--- config.mk ---
export PLATFORM = sky130hd
export DESIGN_NAME = mileage_tube_driver
export DESIGN_NICKNAME = d
export VERILOG_FILES = /design/src/rtl/mileage_tube_driver_pkg.sv /design/src/rtl/mileage_tube_driver_bin2bcd_serial.sv /design/src/rtl/mileage_tube_driver.sv
export SDC_FILE = /design/constraint.sdc
export NUM_CORES = 1
export LEC_CHECK = 0
export CORE_MARGIN = 1.5
export CORE_UTILIZATION = 60
export CTS_BUF_LIST = sky130_fd_sc_hd__clkbuf_2 sky130_fd_sc_hd__clkbuf_4 sky130_fd_sc_hd__clkbuf_8
export DETAILED_ROUTE_END_ITERATION = 8
export GPL_ROUTABILITY_DRIVEN = 0
export PLACE_DENSITY_LB_ADDON = 0.15
export SYNTH_ARGS = -nofsm -noshare
export SYNTH_HDL_FRONTEND = slang
export SYNTH_SLANG_ARGS = --single-unit
--- constraint.sdc ---
create_clock -name clk -period 3.9 [get_ports clk]
set_clock_uncertainty 0.15 [all_clocks]
set_input_delay 0.78 -clock clk [delete_from_list [all_inputs] [get_ports clk]]
set_output_delay 0.78 -clock clk [all_outputs]
set_load 0.005 [all_outputs]
--- src/rtl/mileage_tube_driver_pkg.sv ---
// Shared constants for the mileage display path: digit count, clamp limit,
// converter state encodings and the seven-segment glyph table.
package mileage_tube_driver_pkg;

  localparam int unsigned NUM_DIGITS    = 6;
  localparam int unsigned BCD_W         = 4 * NUM_DIGITS;
  localparam int unsigned BIN_W_DEFAULT = 20;
  localparam int unsigned MAX_MILEAGE   = 999999;

  localparam logic [0:0] CONV_IDLE = 1'b0;
  localparam logic [0:0] CONV_RUN  = 1'b1;

  localparam logic [7:0] SEG_0 = 8'h3F;
  localparam logic [7:0] SEG_1 = 8'h06;
  localparam logic [7:0] SEG_2 = 8'h5B;
  localparam logic [7:0] SEG_3 = 8'h4F;
  localparam logic [7:0] SEG_4 = 8'h66;
  localparam logic [7:0] SEG_5 = 8'h6D;
  localparam logic [7:0] SEG_6 = 8'h7D;
  localparam logic [7:0] SEG_7 = 8'h07;
  localparam logic [7:0] SEG_8 = 8'h7F;
  localparam logic [7:0] SEG_9 = 8'h6F;

  function automatic logic [7:0] seg_pattern(input logic [3:0] digit);
    logic [7:0] pat;
    case (digit)
      4'd0:    pat = SEG_0;
      4'd1:    pat = SEG_1;
      4'd2:    pat = SEG_2;
      4'd3:    pat = SEG_3;
      4'd4:    pat = SEG_4;
      4'd5:    pat = SEG_5;
      4'd6:    pat = SEG_6;
      4'd7:    pat = SEG_7;
      4'd8:    pat = SEG_8;
      4'd9:    pat = SEG_9;
      default: pat = '0;
    endcase
    return pat;
  endfunction

endpackage

--- src/rtl/mileage_tube_driver_bin2bcd_serial.sv ---
// Serial shift-add-3 binary to BCD converter: one iteration per clock,
// BIN_W iterations per conversion; start is ignored while busy.
module bin2bcd_serial
  import mileage_tube_driver_pkg::*;
#(
  parameter int unsigned BIN_W = BIN_W_DEFAULT
) (
  input  logic             clk,
  input  logic             rst_n,
  input  logic             start,
  input  logic [BIN_W-1:0] bin,
  output logic             busy,
  output logic             done,
  output logic [BCD_W-1:0] bcd
);

  localparam int unsigned CNT_W = $clog2(BIN_W + 1);

  logic [0:0]       state;
  logic [BIN_W-1:0] shreg;
  logic [BCD_W-1:0] acc;
  logic [BCD_W-1:0] acc_adj;
  logic [CNT_W-1:0] iter;

  always_comb begin
    acc_adj = acc;
    for (int unsigned i = 0; i < NUM_DIGITS; i++) begin
      if (acc[4*i +: 4] >= 4'd5) acc_adj[4*i +: 4] = acc[4*i +: 4] + 4'd3;
    end
  end

  // bcd is the accumulator after this cycle's shift, so on the final
  // iteration it is already the finished result the consumer latches.
  assign bcd  = {acc_adj[BCD_W-2:0], shreg[BIN_W-1]};
  assign busy = (state == CONV_RUN);
  assign done = busy && (iter == CNT_W'(BIN_W - 1));

  always_ff @(posedge clk or negedge rst_n) begin
    if (!rst_n) begin
      state <= CONV_IDLE;
      shreg <= '0;
      acc   <= '0;
      iter  <= '0;
    end else begin
      case (state)
        CONV_IDLE: begin
          if (start) begin
            shreg <= bin;
            acc   <= '0;
            iter  <= '0;
            state <= CONV_RUN;
          end
        end
        default: begin
          acc   <= bcd;
          shreg <= {shreg[BIN_W-2:0], 1'b0};
          iter  <= iter + 1'b1;
          if (done) state <= CONV_IDLE;
        end
      endcase
    end
  end

endmodule

--- src/rtl/mileage_tube_driver.sv ---
// Mileage display driver: clamps and converts the loaded mileage to BCD, then
// scans six digits onto the tube display with leading-zero blanking.
module mileage_tube_driver
  import mileage_tube_driver_pkg::*;
#(
  parameter int unsigned SCAN_DIV = 100000,
  parameter int unsigned BIN_W    = BIN_W_DEFAULT
) (
  input  logic             clk,
  input  logic             rst_n,
  input  logic             enable,
  input  logic             load,
  input  logic [BIN_W-1:0] mileage,
  output logic             busy,
  output logic [7:0]       tube_sel,
  output logic [7:0]       seg
);

  localparam int unsigned DIV_W = (SCAN_DIV > 1) ? $clog2(SCAN_DIV) : 1;

  logic [DIV_W-1:0] div_cnt;
  logic [2:0]       scan_idx;
  logic [BCD_W-1:0] disp_bcd;
  logic [BCD_W-1:0] conv_bcd;
  logic             conv_done;
  logic [BIN_W-1:0] clamped;
  logic [BCD_W-1:0] upper;
  logic [3:0]       digit;
  logic             blank;
  logic [7:0]       tube_nxt;
  logic [7:0]       seg_nxt;

  assign clamped = (mileage > BIN_W'(MAX_MILEAGE)) ? BIN_W'(MAX_MILEAGE) : mileage;

  bin2bcd_serial #(
    .BIN_W (BIN_W)
  ) u_bin2bcd (
    .clk   (clk),
    .rst_n (rst_n),
    .start (load),
    .bin   (clamped),
    .busy  (busy),
    .done  (conv_done),
    .bcd   (conv_bcd)
  );

  always_ff @(posedge clk or negedge rst_n) begin
    if (!rst_n) begin
      div_cnt  <= '0;
      scan_idx <= '0;
      disp_bcd <= '0;
    end else begin
      if (div_cnt == DIV_W'(SCAN_DIV - 1)) begin
        div_cnt  <= '0;
        scan_idx <= (scan_idx == 3'(NUM_DIGITS - 1)) ? '0 : scan_idx + 3'd1;
      end else begin
        div_cnt <= div_cnt + 1'b1;
      end
      if (conv_done) disp_bcd <= conv_bcd;
    end
  end

  // A slot is blank when it and every more significant digit are zero;
  // slot 0 is exempt so a zero reading still shows "0".
  always_comb begin
    upper    = disp_bcd >> {scan_idx, 2'b00};
    digit    = upper[3:0];
    blank    = (scan_idx != 3'd0) && (upper == '0);
    tube_nxt = '0;
    seg_nxt  = '0;
    if (enable && !blank) begin
      tube_nxt = 8'b1 << scan_idx;
      seg_nxt  = seg_pattern(digit);
    end
  end

  always_ff @(posedge clk or negedge rst_n) begin
    if (!rst_n) begin
      tube_sel <= '0;
      seg      <= '0;
    end else begin
      tube_sel <= tube_nxt;
      seg      <= seg_nxt;
    end
  end

endmodule

==> flow_summary_export.csv <==
group,metric,value,unit
timing,rsz0062_at_grt,"no",
floorplan,rows,35,
floorplan,initial_core_util,61.26,%
yosys,yosysSeqAreaShare,48.65,%
yosys,synth_warnings,0,
finish,register_area,0.002728,mm²
power,finalPower,4.262,mW
timing,timing.final.crit_period,2947,ps
worst_setup_path,crit_buf_inv,2,
worst_setup_path,r2r_slack,950,ps
clocking,cts_sinks,109,
finish,multiInputGateArea,0.002641,mm²
worst_setup_path,r2r-end,"seg[6]",
finish,fin_area,0.006271,mm²
route,post-route-drc-count,0,
placed_design,placed_cells,677,
timing,hold_violations,0,
yosys,ys_ff_latch,109,
min_path,hp-class,"input port to async pin",
yosys,yosys.area.top_type,"dfrtp_1",
timing,worst_hold_slack,282.8,ps
yosys,synth_area,0.005607,mm²
route,drt-total-wl,10660,µm
worst_setup_path,crit_arrival,3020,ps
outcome,status,"completed",
finish,fin_util,68.52,%
clocking,hold_buffers,0,
route,vias,4099,
clocking,cts_resized,0,
route,dr.pass1.iters,4,
timing,clock.fmax,0.3394,GHz
route,vias_per_cell,5.915,
route,detail_route.wl_per_cell,15.38,µm
yosys,synth.avg_cell_area,10.29,µm²
worst_setup_path,critical_path_class,"flop to flop",
timing,fin_crit_sh,75.56,%
worst_setup_path,critPathMaxFanout,20,
clocking,cts_max_level,3,
yosys,netlist_top_cells_area,"dfrtp_1, ha_1, a21oi_1",
finish,nets,622,
yosys,syn-num-nets,590,
yosys,synth_top_cell_area_share,48.65,%
global_routing,grt_max_degree,52,
timing,setup_viol,0,
yosys,synth_edf_count,0,
global_routing,gr-total-overflow,0,
clocking,cts_buffers,9,
worst_setup_path,required,3970,ps
worst_setup_path,end_kind,"flop",
finish,diodes,0,
worst_setup_path,critPathTopFamily,"compound AO/OA/AOI/OAI gates",
yosys,ys_top_cells_by_count,"dfrtp_1, nand2_1, a21oi_1, nor2_1, inv_1",
clocking,clock_latency,360,ps
floorplan,ios,41,
clocking,cts.clk_slew.worst_paths,90,ps
global_routing,grt_pass1_vias,4051,
placed_design,io_buffers,39,
job,maxCapViolations,0,
yosys,syn_inst,545,
worst_setup_path,path_cells,"buf_4 -> mux4_1 -> a22o_1 -> inv_1 -> ha_1 -> o31ai_1 -> o41ai_4 -> a21oi_1",
placed_design,post_dp_cell_area,0.006053,mm²
finish,fillCellCount,707,
route,drt_iter0_drc,154,
clocking,cts_setup_buffers,0,
timing,max_slew_margin,35.92,%
floorplan,die_h,99.67,µm
floorplan,die-area,0.009933,mm²
clocking,clockRootBuffer,"clkbuf_8",
finish,layout-drive-gt1-share,10.82,%
worst_setup_path,cp_slowest_cell,"o41ai_4",
floorplan,core,0.009153,mm²
clocking,cts.path.max_buffers,2,
worst_setup_path,slowest_delay,590,ps
timing,layout_setup_ws,953.3,ps
yosys,ys_dominant_reg_cell,"dfrtp_1",
timing,maxSlewViolCount,0,
power,p_per_area,679.6,mW/mm²
finish,area_growth,11.85,%
global_routing,antenna_found_initial,0,
power,vdd_drop_max,425.7,µV
placed_design,hpwl,7535,µm
worst_setup_path,start_kind,"flop",
timing,worst_pin_slew,957.6,ps
timing,tns,0,ps
yosys,async_flop_share,100.0,%
placed_design,pre_cts_ws,965.9,ps
worst_setup_path,r2r_start,"scan_idx[0]",
power,leakage,2.777,nW
clocking,cts_tree,"done",
global_routing,grt_pass1_wl,18510,µm
route,ant_nets,0,
global_routing,track_usage,23.06,%
worst_setup_path,r2r_cells,8,
yosys,yosys.cell_count.top_type,"dfrtp_1",
yosys,yosysUniqueCellTypes,69,
finish,stdcell_count,693,
floorplan,die_w,99.67,µm
-- power by group --
group          internal [mW]  switching (mW)  leakage [nW]
Sequential              1.53           0.339          1.38
Combinational          0.819           0.838          1.29
Clock                  0.369           0.369         0.110
-- layer usage --
metal  up-vias  track usage [%]  routed length [µm]
li1       2010                -                   -
met1      2000            30.62                4876
met2        73            38.78                5314
met3        16            3.935                 306
met4         0            7.367                 162
met5         -                0                   0
-- worst reg2reg max path: stages (launching register included) --
cell and delay [ps]:
dfrtp_1 400, buf_4 250, mux4_1 570, a22o_1 260, inv_1 120, ha_1 220
o31ai_1 160, o41ai_4 590, a21oi_1 100
-- cell usage in the layout, fill, tap and decap left out, drive strengths merged, types with 5 or more instances in the layout --
cell type      synthesis  layout
a21oi                 46      46
a2bb2oi               13      13
and4                   5       5
buf                   12       8
clkbuf                13      10
clkdlybuf4s50          0      38
dfrtp                109     109
ha                    21      21
inv                   26      27
mux2                  16      16
mux2i                  6       6
nand2                 52      52
nand2b                 7       7
nand3                 14      14
nand4                  7       7
nor2                  47      47
nor3                   5       5
nor3b                  8       8
o21ai                 21      21
o22ai                 13      13
o31a                   6       6
o31ai                  9       9
xnor2                 17      17
xor2                   7       7
-- area by class of cell --
cell class              count  share of cell area, %
repair buffers             46                  7.023
clock inverters             6                  1.377
flip-flops and latches    109                  43.50
clock buffers              10                  2.095
multi-input cells         383                  42.12
well taps                 111                  2.215
inverters                  28                  1.676
-- worst max path at each step --
| stage | cells after the start | slack (ps) | from | endpoint |
|---|---|---|---|---|
| CTS | 8 | 940 | scan_idx[0] | seg[6] |
| detailed placement | 8 | 970 | scan_idx[0] | seg[6] |
| global placement | 8 | 1070 | scan_idx[0] | seg[2] |
| finish | 8 | 950 | scan_idx[0] | seg[6] |
| floorplan | 8 | 1080 | scan_idx[0] | seg[0] |
| global route | 8 | 720 | scan_idx[0] | seg[6] |
-- flip-flops by register name, indices dropped and copies added (netlist names), 3 cells and up --
name,flops
u_bin2bcd.shreg,20
disp_bcd,24
u_bin2bcd.acc,24
u_bin2bcd.iter,5
scan_idx,3
seg,7
tube_sel,8
div_cnt,17
-- logic make-up after synthesis --
group | after synthesis | share of synthesized area [%]
muxes | 26 | 6.092
AOI/OAI and AO/OA | 137 | 16.47
xor gates and xnor gates | 24 | 3.749
adders and majority gates | 21 | 4.686
and+or+nand+nor | 174 | 16.00
buffers and inverters | 53 | 4.285
DFF | 109 | 48.65
other | 1 | 0.06689
Note: power is estimated with default switching activity, not from simulation.
